<file path="src/rtl/alu_pkg.sv">
// Shared definitions for the ALU and its issue-side sequencer: op codes,
// sequencer states, instruction field layout and default sizes.
package alu_pkg;

  localparam int DATA_W   = 16;
  localparam int NUM_REGS = 8;
  localparam int REG_AW   = 3;
  localparam int INSTR_W  = 16;

  localparam logic [2:0] OP_ADD = 3'b000;
  localparam logic [2:0] OP_SUB = 3'b001;
  localparam logic [2:0] OP_AND = 3'b010;
  localparam logic [2:0] OP_OR  = 3'b011;
  localparam logic [2:0] OP_XOR = 3'b100;
  localparam logic [2:0] OP_SHL = 3'b101;
  localparam logic [2:0] OP_SHR = 3'b110;
  localparam logic [2:0] OP_CMP = 3'b111;

  localparam int OP_MSB  = 15;
  localparam int OP_LSB  = 13;
  localparam int RD_MSB  = 12;
  localparam int RD_LSB  = 10;
  localparam int RS1_MSB = 9;
  localparam int RS1_LSB = 7;
  localparam int RS2_MSB = 6;
  localparam int RS2_LSB = 4;
  localparam int IMM_EN  = 3;
  localparam int IMM_MSB = 2;
  localparam int IMM_LSB = 0;

  typedef enum logic [1:0] {
    ST_IDLE,
    ST_READ,
    ST_EXEC,
    ST_WB
  } state_t;

  typedef struct packed {
    logic [2:0]        op;
    logic [REG_AW-1:0] rd;
    logic [REG_AW-1:0] rs1;
    logic [REG_AW-1:0] rs2;
    logic              imm_en;
    logic [2:0]        imm3;
  } instr_t;

  function automatic instr_t decode(input logic [INSTR_W-1:0] raw);
    instr_t d;
    d.op     = raw[OP_MSB:OP_LSB];
    d.rd     = raw[RD_MSB:RD_LSB];
    d.rs1    = raw[RS1_MSB:RS1_LSB];
    d.rs2    = raw[RS2_MSB:RS2_LSB];
    d.imm_en = raw[IMM_EN];
    d.imm3   = raw[IMM_MSB:IMM_LSB];
    return d;
  endfunction

endpackage

</file>
<file path="src/rtl/alu_sequencer_if.sv">
// Instruction issue / completion bus between an instruction source (master)
// and the sequencer (slave).
interface alu_sequencer_if
  import alu_pkg::*;
#(
  parameter int WIDTH = DATA_W
) ();

  logic               instr_valid;
  logic               instr_ready;
  logic [INSTR_W-1:0] instr;
  logic               done;
  logic [REG_AW-1:0]  wb_addr;
  logic [WIDTH-1:0]   wb_data;

  modport master (
    output instr_valid, instr,
    input  instr_ready, done, wb_addr, wb_data
  );

  modport slave (
    input  instr_valid, instr,
    output instr_ready, done, wb_addr, wb_data
  );

endinterface

</file>
<file path="src/rtl/alu_regfile.sv">
// NREGS x WIDTH register file: two operand read ports and a debug read port,
// all combinational, one synchronous write port; r0 is hardwired to zero.
module alu_regfile
  import alu_pkg::*;
#(
  parameter int WIDTH = DATA_W,
  parameter int NREGS = NUM_REGS
) (
  input  logic              clk,
  input  logic              rst_n,
  input  logic              we,
  input  logic [REG_AW-1:0] waddr,
  input  logic [WIDTH-1:0]  wdata,
  input  logic [REG_AW-1:0] raddr1,
  output logic [WIDTH-1:0]  rdata1,
  input  logic [REG_AW-1:0] raddr2,
  output logic [WIDTH-1:0]  rdata2,
  input  logic [REG_AW-1:0] dbg_addr,
  output logic [WIDTH-1:0]  dbg_data
);

  logic [WIDTH-1:0] mem [NREGS];

  // NOTE: the array is reset entry by entry because every register must read
  // 0 after reset; this keeps it in flops rather than an inferred RAM.
  always_ff @(posedge clk) begin
    if (!rst_n) begin
      for (int i = 0; i < NREGS; i++) mem[i] <= '0;
    end else if (we && (waddr != '0)) begin
      mem[waddr] <= wdata;
    end
  end

  assign rdata1   = (raddr1   == '0) ? '0 : mem[raddr1];
  assign rdata2   = (raddr2   == '0) ? '0 : mem[raddr2];
  assign dbg_data = (dbg_addr == '0) ? '0 : mem[dbg_addr];

endmodule

</file>
<file path="src/rtl/alu_sequencer.sv">
// Issue-side controller for the combinational ALU: accepts one instruction,
// reads operands, drives the ALU, captures and writes back the result.
module alu_sequencer
  import alu_pkg::*;
#(
  parameter int WIDTH = DATA_W,
  parameter int NREGS = NUM_REGS
) (
  input  logic               clk,
  input  logic               rst_n,
  alu_sequencer_if.slave     bus,
  output logic [WIDTH-1:0]   alu_a,
  output logic [WIDTH-1:0]   alu_b,
  output logic [2:0]         alu_sel,
  input  logic [WIDTH-1:0]   alu_result,
  output logic [2:0]         flags,
  input  logic               cfg_we,
  input  logic [REG_AW-1:0]  cfg_addr,
  input  logic [WIDTH-1:0]   cfg_wdata,
  output logic               cfg_ready,
  input  logic [REG_AW-1:0]  dbg_addr,
  output logic [WIDTH-1:0]   dbg_data
);

  state_t            state, state_next;
  instr_t            instr_q;
  logic              accept;
  logic              done_q;
  logic [REG_AW-1:0] wb_addr_q;
  logic [WIDTH-1:0]  wb_data_q;
  logic [WIDTH-1:0]  rs1_data, rs2_data, op_b;
  logic              wb_we, cfg_accept;
  logic              rf_we;
  logic [REG_AW-1:0] rf_waddr;
  logic [WIDTH-1:0]  rf_wdata;

  // NOTE: sequential state uses non-blocking assignments so every register
  // samples pre-edge values, independent of process ordering.
  always_ff @(posedge clk) begin
    if (!rst_n) state <= ST_IDLE;
    else        state <= state_next;
  end

  // NOTE: next state defaults to the current state first, so no path through
  // the case can leave it unassigned and infer a latch.
  always_comb begin
    state_next = state;
    unique case (state)
      ST_IDLE: if (bus.instr_valid) state_next = ST_READ;
      ST_READ: state_next = ST_EXEC;
      ST_EXEC: state_next = ST_WB;
      ST_WB:   state_next = ST_IDLE;
      default: state_next = ST_IDLE;
    endcase
  end

  assign bus.instr_ready = (state == ST_IDLE);
  assign cfg_ready       = (state == ST_IDLE);
  assign accept          = bus.instr_valid && bus.instr_ready;

  always_ff @(posedge clk) begin
    if (!rst_n)      instr_q <= '0;
    else if (accept) instr_q <= decode(bus.instr);
  end

  assign op_b = instr_q.imm_en ? {{(WIDTH-3){1'b0}}, instr_q.imm3} : rs2_data;

  // Loaded on leaving READ, so the ALU inputs change exactly at the start of
  // EXEC and hold their values through WB and IDLE.
  always_ff @(posedge clk) begin
    if (!rst_n) begin
      alu_a   <= '0;
      alu_b   <= '0;
      alu_sel <= '0;
    end else if (state == ST_READ) begin
      alu_a   <= rs1_data;
      alu_b   <= op_b;
      alu_sel <= instr_q.op;
    end
  end

  always_ff @(posedge clk) begin
    if (!rst_n) begin
      done_q    <= 1'b0;
      wb_addr_q <= '0;
      wb_data_q <= '0;
    end else begin
      done_q <= (state == ST_EXEC);
      if (state == ST_EXEC) begin
        wb_addr_q <= instr_q.rd;
        wb_data_q <= alu_result;
      end
    end
  end

  assign bus.done    = done_q;
  assign bus.wb_addr = wb_addr_q;
  assign bus.wb_data = wb_data_q;

  // Compare result encoding: 0 = equal, 1 = a > b, 2 = a < b.
  always_ff @(posedge clk) begin
    if (!rst_n) begin
      flags <= '0;
    end else if ((state == ST_WB) && (instr_q.op == OP_CMP)) begin
      flags <= {wb_data_q == WIDTH'(2), wb_data_q == WIDTH'(1), wb_data_q == WIDTH'(0)};
    end
  end

  assign wb_we      = (state == ST_WB);
  assign cfg_accept = cfg_we && cfg_ready;
  assign rf_we      = wb_we || cfg_accept;
  assign rf_waddr   = wb_we ? instr_q.rd : cfg_addr;
  assign rf_wdata   = wb_we ? wb_data_q  : cfg_wdata;

  alu_regfile #(
    .WIDTH (WIDTH),
    .NREGS (NREGS)
  ) u_regfile (
    .clk      (clk),
    .rst_n    (rst_n),
    .we       (rf_we),
    .waddr    (rf_waddr),
    .wdata    (rf_wdata),
    .raddr1   (instr_q.rs1),
    .rdata1   (rs1_data),
    .raddr2   (instr_q.rs2),
    .rdata2   (rs2_data),
    .dbg_addr (dbg_addr),
    .dbg_data (dbg_data)
  );

  a_done_only_in_wb : assert property (@(posedge clk) disable iff (!rst_n)
    done_q |-> (state == ST_WB));

  a_no_cfg_outside_idle : assert property (@(posedge clk) disable iff (!rst_n)
    wb_we |-> !cfg_accept);

endmodule

</file>
<file path="src/flat_wrapper.sv">
// flat-port wrapper written by rule: the top's interface ports become plain ports
module alu_sequencer_flat import alu_pkg::*;
#(
  parameter int WIDTH = DATA_W,
  parameter int NREGS = NUM_REGS
)
  (clk, rst_n, alu_a, alu_b, alu_sel, alu_result, flags, cfg_we, cfg_addr, cfg_wdata, cfg_ready, dbg_addr, dbg_data, bus_instr_valid, bus_instr, bus_instr_ready, bus_done, bus_wb_addr, bus_wb_data);
  alu_sequencer_if #(.WIDTH(WIDTH)) bus_i ();
  input  logic clk;
  input  logic rst_n;
  output logic [WIDTH-1:0] alu_a;
  output logic [WIDTH-1:0] alu_b;
  output logic [2:0] alu_sel;
  input  logic [WIDTH-1:0] alu_result;
  output logic [2:0] flags;
  input  logic cfg_we;
  input  logic [REG_AW-1:0] cfg_addr;
  input  logic [WIDTH-1:0] cfg_wdata;
  output logic cfg_ready;
  input  logic [REG_AW-1:0] dbg_addr;
  output logic [WIDTH-1:0] dbg_data;
  input wire logic [$bits(bus_i.instr_valid)-1:0] bus_instr_valid;
  input wire logic [$bits(bus_i.instr)-1:0] bus_instr;
  output wire logic [$bits(bus_i.instr_ready)-1:0] bus_instr_ready;
  output wire logic [$bits(bus_i.done)-1:0] bus_done;
  output wire logic [$bits(bus_i.wb_addr)-1:0] bus_wb_addr;
  output wire logic [$bits(bus_i.wb_data)-1:0] bus_wb_data;
  assign bus_i.instr_valid = bus_instr_valid;
  assign bus_i.instr = bus_instr;
  assign bus_instr_ready = bus_i.instr_ready;
  assign bus_done = bus_i.done;
  assign bus_wb_addr = bus_i.wb_addr;
  assign bus_wb_data = bus_i.wb_data;
  alu_sequencer #(.WIDTH(WIDTH), .NREGS(NREGS)) u_core (.clk(clk), .rst_n(rst_n), .bus(bus_i), .alu_a(alu_a), .alu_b(alu_b), .alu_sel(alu_sel), .alu_result(alu_result), .flags(flags), .cfg_we(cfg_we), .cfg_addr(cfg_addr), .cfg_wdata(cfg_wdata), .cfg_ready(cfg_ready), .dbg_addr(dbg_addr), .dbg_data(dbg_data));
endmodule
</file>
<file path="config.mk">
export PLATFORM = sky130hd
export DESIGN_NAME = alu_sequencer_flat
export DESIGN_NICKNAME = d
export VERILOG_FILES = /design/src/rtl/alu_pkg.sv /design/src/rtl/alu_sequencer_if.sv /design/src/rtl/alu_regfile.sv /design/src/rtl/alu_sequencer.sv /design/src/flat_wrapper.sv
export SDC_FILE = /design/constraint.sdc
export NUM_CORES = 1
export LEC_CHECK = 0
export CORE_MARGIN = 4
export CORE_UTILIZATION = 50
export DETAILED_ROUTE_END_ITERATION = 10
export PLACE_DENSITY = 0.76
export SYNTH_ARGS = -nofsm -noshare
export SYNTH_HDL_FRONTEND = slang
export SYNTH_SLANG_ARGS = --single-unit
export TNS_END_PERCENT = 10
</file>
<file path="constraint.sdc">
create_clock -name clk -period 2.1 [get_ports clk]
set_input_delay 0.21 -clock clk [delete_from_list [all_inputs] [get_ports clk]]
set_output_delay 0.21 -clock clk [all_outputs]
set_load 0.02 [all_outputs]
</file>
* After elaboration in Yosys (flattened, before gate mapping) *
Memory sizes are Yosys's and may differ from the RTL's. A register that Yosys moved wholly into a read port is not among the register bits.
Index checks and enable logic that the tools add are counted.

word-level totals
  register bits after elaboration = 76
  RAM bits = 128
  memories = 1

cells by class
  eq/ne operators = 7
  muxes and demuxes = 19
  reduce and logical (&&, ||, !) cells = 12

memory list
  name                  depth  bits a word  rd ports  clocked after memory_dff  wr ports  line               text
  u_core.u_regfile.mem  8      16           3         2                         8         alu_regfile.sv:22  logic [WIDTH-1:0] mem [NREGS];

operators with widths
  operator                                         number
  two-way mux 16 bit                               6
  two-way mux 3 bit                                6
  == test 16 x 1 -> 1 bit (second input constant)  1
  == test 16 x 2 -> 1 bit (second input constant)  1
  zero test 16 bit                                 1
  OR reduction 16 bit                              1
  zero test 3 bit                                  3
  one-hot mux 2 bit (4 select lines)               1
  two-way mux 1 bit                                5
  == test 2 bit (second input constant)            2
  logical AND 1 bit                                4
  == test 3 bit (second input constant)            1
  nonzero test 3 bit                               1
  == test 2 x 1 -> 1 bit (second input constant)   1
  zero test 2 bit                                  1
  two-way mux 2 bit                                1
  != test 2 bit (second input constant)            1
  logical OR 1 bit                                 1

* Longest topological paths before layout *
  depth in word-level cells = 9
  depth in mapped cells = 8

* Modules after synthesis *
A second synthesis with hierarchy kept.

second synthesis, totals
  cells, all modules = 894
  area total of the unflattened synthesis = 10925.5 µm²

modules (own cells, without submodules)
  module         instances  cells each  area an instance (µm²)
  alu_regfile    1          571         7689.9
  alu_sequencer  1          323         3235.6

* Least setup slack after synthesis *
OpenSTA, ideal clock, no wires.

  kind = reg2reg
  start = register u_core.state[0]
  end = memory u_core.u_regfile.mem[3][0] (netlist name) (enable)
  setup time = 372 ps
  arrival time = 1934 ps
  path slack = -206 ps
  cell stages (with the launch flop) = 8
  period minus slack after synthesis = 2306 ps
  cell sequence = dfxtp_1 > inv_1 > ha_1 > nand4b_1 > a21oi_2 > nand2_2 > clkbuf_1 > nand2_1

RTL lines
  item                    line                 text
  start, declared         alu_sequencer.sv:25  state_t state, state_next;
  start signal, assigned  alu_sequencer.sv:41  else state <= state_next;
  end, declared           alu_regfile.sv:22

==> Flow_metrics.wiki <==
{| class="wikitable"
! Metric !! Value
|-
| Result of the run || completed
|-
| Worst slew margin || between 50% and 60%
|-
| Layer with the highest usage || met2
|-
| Filler Cells Inserted || 1496
|-
| Final HPWL from detailed placement || 19400 µm
|-
| Site row count || 52
|-
| Startpoint Class || flip-flop
|-
| CTS Buf Count || 22
|-
| M3 GR Usage || 6.25%
|-
| DR iter-0 viols || 839
|-
| Synth Instances || 873
|-
| Die ar. || 0.0232 mm²
|-
| Detailed-route wire length per cell || 21.2 µm
|-
| Global-route wire length before repair || 43800 µm
|-
| Die boundary height || 152 µm
|-
| DRT antenna net count || 0
|-
| Per-instance average area after synthesis || roughly 12 µm²
|-
| Wire length reported by the detailed router || 28100 µm
|-
| CTS clk-pin slew, worst paths || 0.06 ns
|-
| Final routed DRC violation total || 0
|-
| Worst EP arrival || 1.84 ns
|-
| Startpoint of the most critical register-to-register path || u_core.state[1]
|-
| Final clock period utilization by the worst path || 97.8%
|-
| Synthesis-to-finish area growth || 26.1%
|-
| Slew of the pin with the lowest slew margin || 0.643 ns
|-
| Final setup violation count || 0
|-
| Setup slack after placement || -0.386 ns
|-
| Fraction of layout instances using a drive strength above 1 || roughly 22%
|-
| Overall Global Routing Usage || 23.5%
|-
| Core region area || 0.0204 mm²
|-
| Number of top-level pins || 134
|-
| Pin count of the biggest net entering global routing || 49
|-
| Post-route cell area || 0.0132 mm²
|-
| PwrDens || 925 mW/mm²
|-
| Antenna violations before repair || 0
|-
| Starting density of the core || 51.2%
|-
| Number of I/O port buffers || ~130
|-
| Startpoint of the tightest hold check path || bus_instr[0]
|-
| Tot Pwr || 0.0122 W
|-
| Cells on worst reg2reg path || 6
|-
| CTS H-Tree Depth || 1
|-
| Terminus of the critical flop-to-flop path || u_core.u_regfile.mem[7][2]
|-
| Placed Instance Area || 0.0125 mm²
|-
| Detailed-route vias per instance || 5.88
|-
| Vias in the first global route || roughly 7700
|-
| Max Fclk || 487 MHz
|-
| Count of different cell masters after synthesis || 48
|-
| Clock root cell || sky130_fd_sc_hd__clkbuf_16
|-
| Switch share || a little under a third
|-
| Post-layout net count || 1105
|-
| Post-CTS setup buffers || 0
|-
| Unrepaired setup endpoints after global routing || false
|-
| CP required || 1.89 ns
|-
| Final weighted congestion of routability-driven global placement || 0.906
|-
| Number of enable-type register cells in the synthesized netlist || 128
|-
| Endpoint of the worst hold-timing path || u_core.instr_q[0]
|-
| GR Layer Usage met1 || 32.2%
|-
| Time the final worst path needs with I/O delays and setup || roughly 2.1 ns
|-
| Max-cap violations || 0
|-
| Worst Path Class, Setup || reg2out
|-
| Worst Slack Setup Final || 0.0470 ns
|-
| Skew final || ~0.014 ns
|-
| Via count || between 7000 and 8000
|-
| Fraction of the yosys area taken by sequential cells || 52.6%
|-
| Max Buffers Root-to-Sink || 3
|-
| CTS tree || done
|-
| Post-synthesis instance area || ~0.010 mm²
|-
| Number of optimization iterations in the first detailed-route pass || 5
|-
| Internal reg-to-reg setup slack || 0.15 ns
|-
| Critical path capture point type || output pin
|-
| Number of diodes || 0
|-
| Class of the worst hold path || in2reg
|-
| Horiz. Die Dim || ~150 µm
|-
| Power dissipated by switching net loads || 0.00374 W
|-
| Number of stages on the worst hold path || 3
|-
| Critical Path Fanout Max || 3
|-
| Register bit count reported by yosys || 210
|-
| Combinational fraction of design power || 28.4%
|-
| Fraction of registers with async set or reset after synthesis || 0%
|-
| Portion of total power attributed to sequential cells || 42.3%
|-
| Remaining Overflow, GRT || 0
|-
| Clock Latency Late Sink || roughly 0.50 ns
|-
| Warnings, synthesis || 0
|-
| Dominant synthesized flop cell || sky130_fd_sc_hd__edfxtp_1
|-
| Proportion of power drawn by the clock network || 29.3%
|-
| Cell internal power dissipation || approximately 0.0084 W
|-
| Total leakage power || 4.76 nW
|-
| Max-slew violation count || 0
|-
| Peak supply drop || 0.000540 V
|-
| Count of clock tree sinks || 210
|-
| GR Layer Usage met2 || between 30% and 40%
|-
| Hold Vio Cnt, Final || 0
|}
placed cells by master, fill, tap and decap left out, types with 3 or more instances in the layout:
cell type                         netlist  routed
sky130_fd_sc_hd__mux2_1                12      12
sky130_fd_sc_hd__a221oi_2               0       4
sky130_fd_sc_hd__nor2_1               139     138
sky130_fd_sc_hd__mux4_1                10      10
sky130_fd_sc_hd__o31ai_1               28      28
sky130_fd_sc_hd__mux2i_1               46      46
sky130_fd_sc_hd__dfxtp_1               82      80
sky130_fd_sc_hd__buf_2                 27      13
sky130_fd_sc_hd__ha_1                   5       4
sky130_fd_sc_hd__clkdlybuf4s50_1        0     113
sky130_fd_sc_hd__a21oi_1               35      34
sky130_fd_sc_hd__nand2_2                3       9
sky130_fd_sc_hd__buf_12                 1      14
sky130_fd_sc_hd__clkbuf_1              32       8
sky130_fd_sc_hd__o21ai_1                3       3
sky130_fd_sc_hd__a221oi_1              15      11
sky130_fd_sc_hd__edfxtp_1             128     128
sky130_fd_sc_hd__nand3b_1               5       5
sky130_fd_sc_hd__mux4_2                41      41
sky130_fd_sc_hd__dlymetal6s2s_1         0       3
sky130_fd_sc_hd__nor2b_1               31      31
sky130_fd_sc_hd__o22ai_1               30      30
sky130_fd_sc_hd__conb_1                 1      16
sky130_fd_sc_hd__clkbuf_16              0      24
sky130_fd_sc_hd__nand2b_1               5       5
sky130_fd_sc_hd__a31oi_1                5       5
sky130_fd_sc_hd__buf_4                  4      48
sky130_fd_sc_hd__mux2_2                58      58
sky130_fd_sc_hd__clkdlybuf4s15_2        0       4
sky130_fd_sc_hd__clkinv_1               0       4
sky130_fd_sc_hd__nor4_1                 3       3
sky130_fd_sc_hd__inv_1                 19      19
sky130_fd_sc_hd__nand2_1               79      73
cell usage after synthesis (4+ instances only):
master                     count  area share (%)
sky130_fd_sc_hd__a21oi_1      35             1.7
sky130_fd_sc_hd__a221oi_1     15             1.3
sky130_fd_sc_hd__a31oi_1       5            0.30
sky130_fd_sc_hd__buf_2        27             1.3
sky130_fd_sc_hd__buf_4         4            0.29
sky130_fd_sc_hd__clkbuf_1     32             1.2
sky130_fd_sc_hd__dfxtp_1      82              16
sky130_fd_sc_hd__edfxtp_1    128              37
sky130_fd_sc_hd__ha_1          5            0.60
sky130_fd_sc_hd__inv_1        19            0.68
sky130_fd_sc_hd__mux2_1       12             1.3
sky130_fd_sc_hd__mux2_2       58             6.3
sky130_fd_sc_hd__mux2i_1      46             4.4
sky130_fd_sc_hd__mux4_1       10             2.5
sky130_fd_sc_hd__mux4_2       41             8.8
sky130_fd_sc_hd__nand2_1      79             2.8
sky130_fd_sc_hd__nand2b_1      5            0.30
sky130_fd_sc_hd__nand3b_1      5            0.36
sky130_fd_sc_hd__nor2_1      139             5.0
sky130_fd_sc_hd__nor2b_1      31             1.9
sky130_fd_sc_hd__o22ai_1      30             1.8
sky130_fd_sc_hd__o31ai_1      28             2.0
flip-flops by register name (all words and copies together), names as in the netlist, named ones only:
signal,flops
u_core.u_regfile.mem,128
u_core.bus.done,1
u_core.alu_b,16
u_core.alu_a,16
u_core.flags,3
u_core.bus.wb_addr,3
u_core.bus.wb_data,16
u_core.state,2
u_core.instr_q,16
u_core.alu_sel,3
how the worst max path moves through the flow:
stage               cells after the start                  startpoint                    endpoint
floorplan                               7             u_core.state[0]  u_core.u_regfile.mem[4][0]
global route                            6             u_core.state[1]  u_core.u_regfile.mem[7][2]
detailed placement                      7                 dbg_addr[1]                dbg_data[13]
finish                                  4  u_core.u_regfile.mem[1][8]                 dbg_data[8]
CTS                                     7                 dbg_addr[1]                 dbg_data[6]
global placement                        7                 dbg_addr[1]                 dbg_data[6]
power by group through the flow:
stage	logic [W]	registers (W)	clock network, W
6_report	0.00346	0.00515	0.00356
5_1_grt	0.00369	0.00519	0.00379
4_1_cts	0.00346	0.00514	0.00360
3_5_place_dp	0.00345	0.00522	0
3_3_place_gp	0.00340	0.00520	0
2_1_floorplan	0.00206	0.00526	0
metrics by stage:
step / utilization [%] / hold slack (ns) / TNS (ns) / instances
floorplan: - / 0.346 / -0.803 / 888
global placement: 61.4 / 0.435 / -5.07 / 1287
detailed placement: 61.4 / 0.438 / -5.44 / 1287
CTS: 64.5 / 0.249 / -0.0236 / 1327
global route: 64.6 / 0.261 / 0 / 1328
finish: 64.6 / 0.260 / 0 / 1328
logic make-up after synthesis:
| logic type | after synthesis | synth area share [%] |
|---|---|---|
| simple gates | 281 | 11.8 |
| flops | 210 | 52.6 |
| mux | 167 | 23.3 |
| compound gates | 123 | 7.76 |
| buf+inv | 86 | 3.86 |
| fa+ha+maj | 5 | 0.600 |
| other cells | 1 | 0.0359 |
cell type report:
class | instances | area (µm²) | share of cell area [%]
Timing Repair Buffer | 196 | 1940 | 14.8
Multi-Input combinational cell | 592 | 4660 | 35.4
Tap cell | 270 | 338 | 2.57
Inverter | 20 | 75.1 | 0.571
Clock inverter | 9 | 48.8 | 0.371
Sequential cell | 210 | 5490 | 41.7
Clock buffer | 31 | 606 | 4.60
critical path: stages (launching register included):
cell	delay [ns]
sky130_fd_sc_hd__edfxtp_1	0.45
sky130_fd_sc_hd__mux2_2	0.31
sky130_fd_sc_hd__a221oi_2	0.23
sky130_fd_sc_hd__a21oi_1	0.08
sky130_fd_sc_hd__clkdlybuf4s15_2	0.26
routing by layer:
layer | vias up | share of wire [%]
met2 | 477 | 45
met1 | 3716 | 41
met4 | 0 | 3.2
met5 | - | 0
met3 | 66 | 11
li1 | 3551 | -
timing repair:
item / CTS / global route
pin swaps: 0 / 1
endpoints found under the setup margin: 16 / 21
hold endpoints to repair: 0 / 0
gates cloned: 0 / 1
gates resized for setup: 57 / 11
hold buffers: 0 / 0
(Power assumes the default switching activity.)
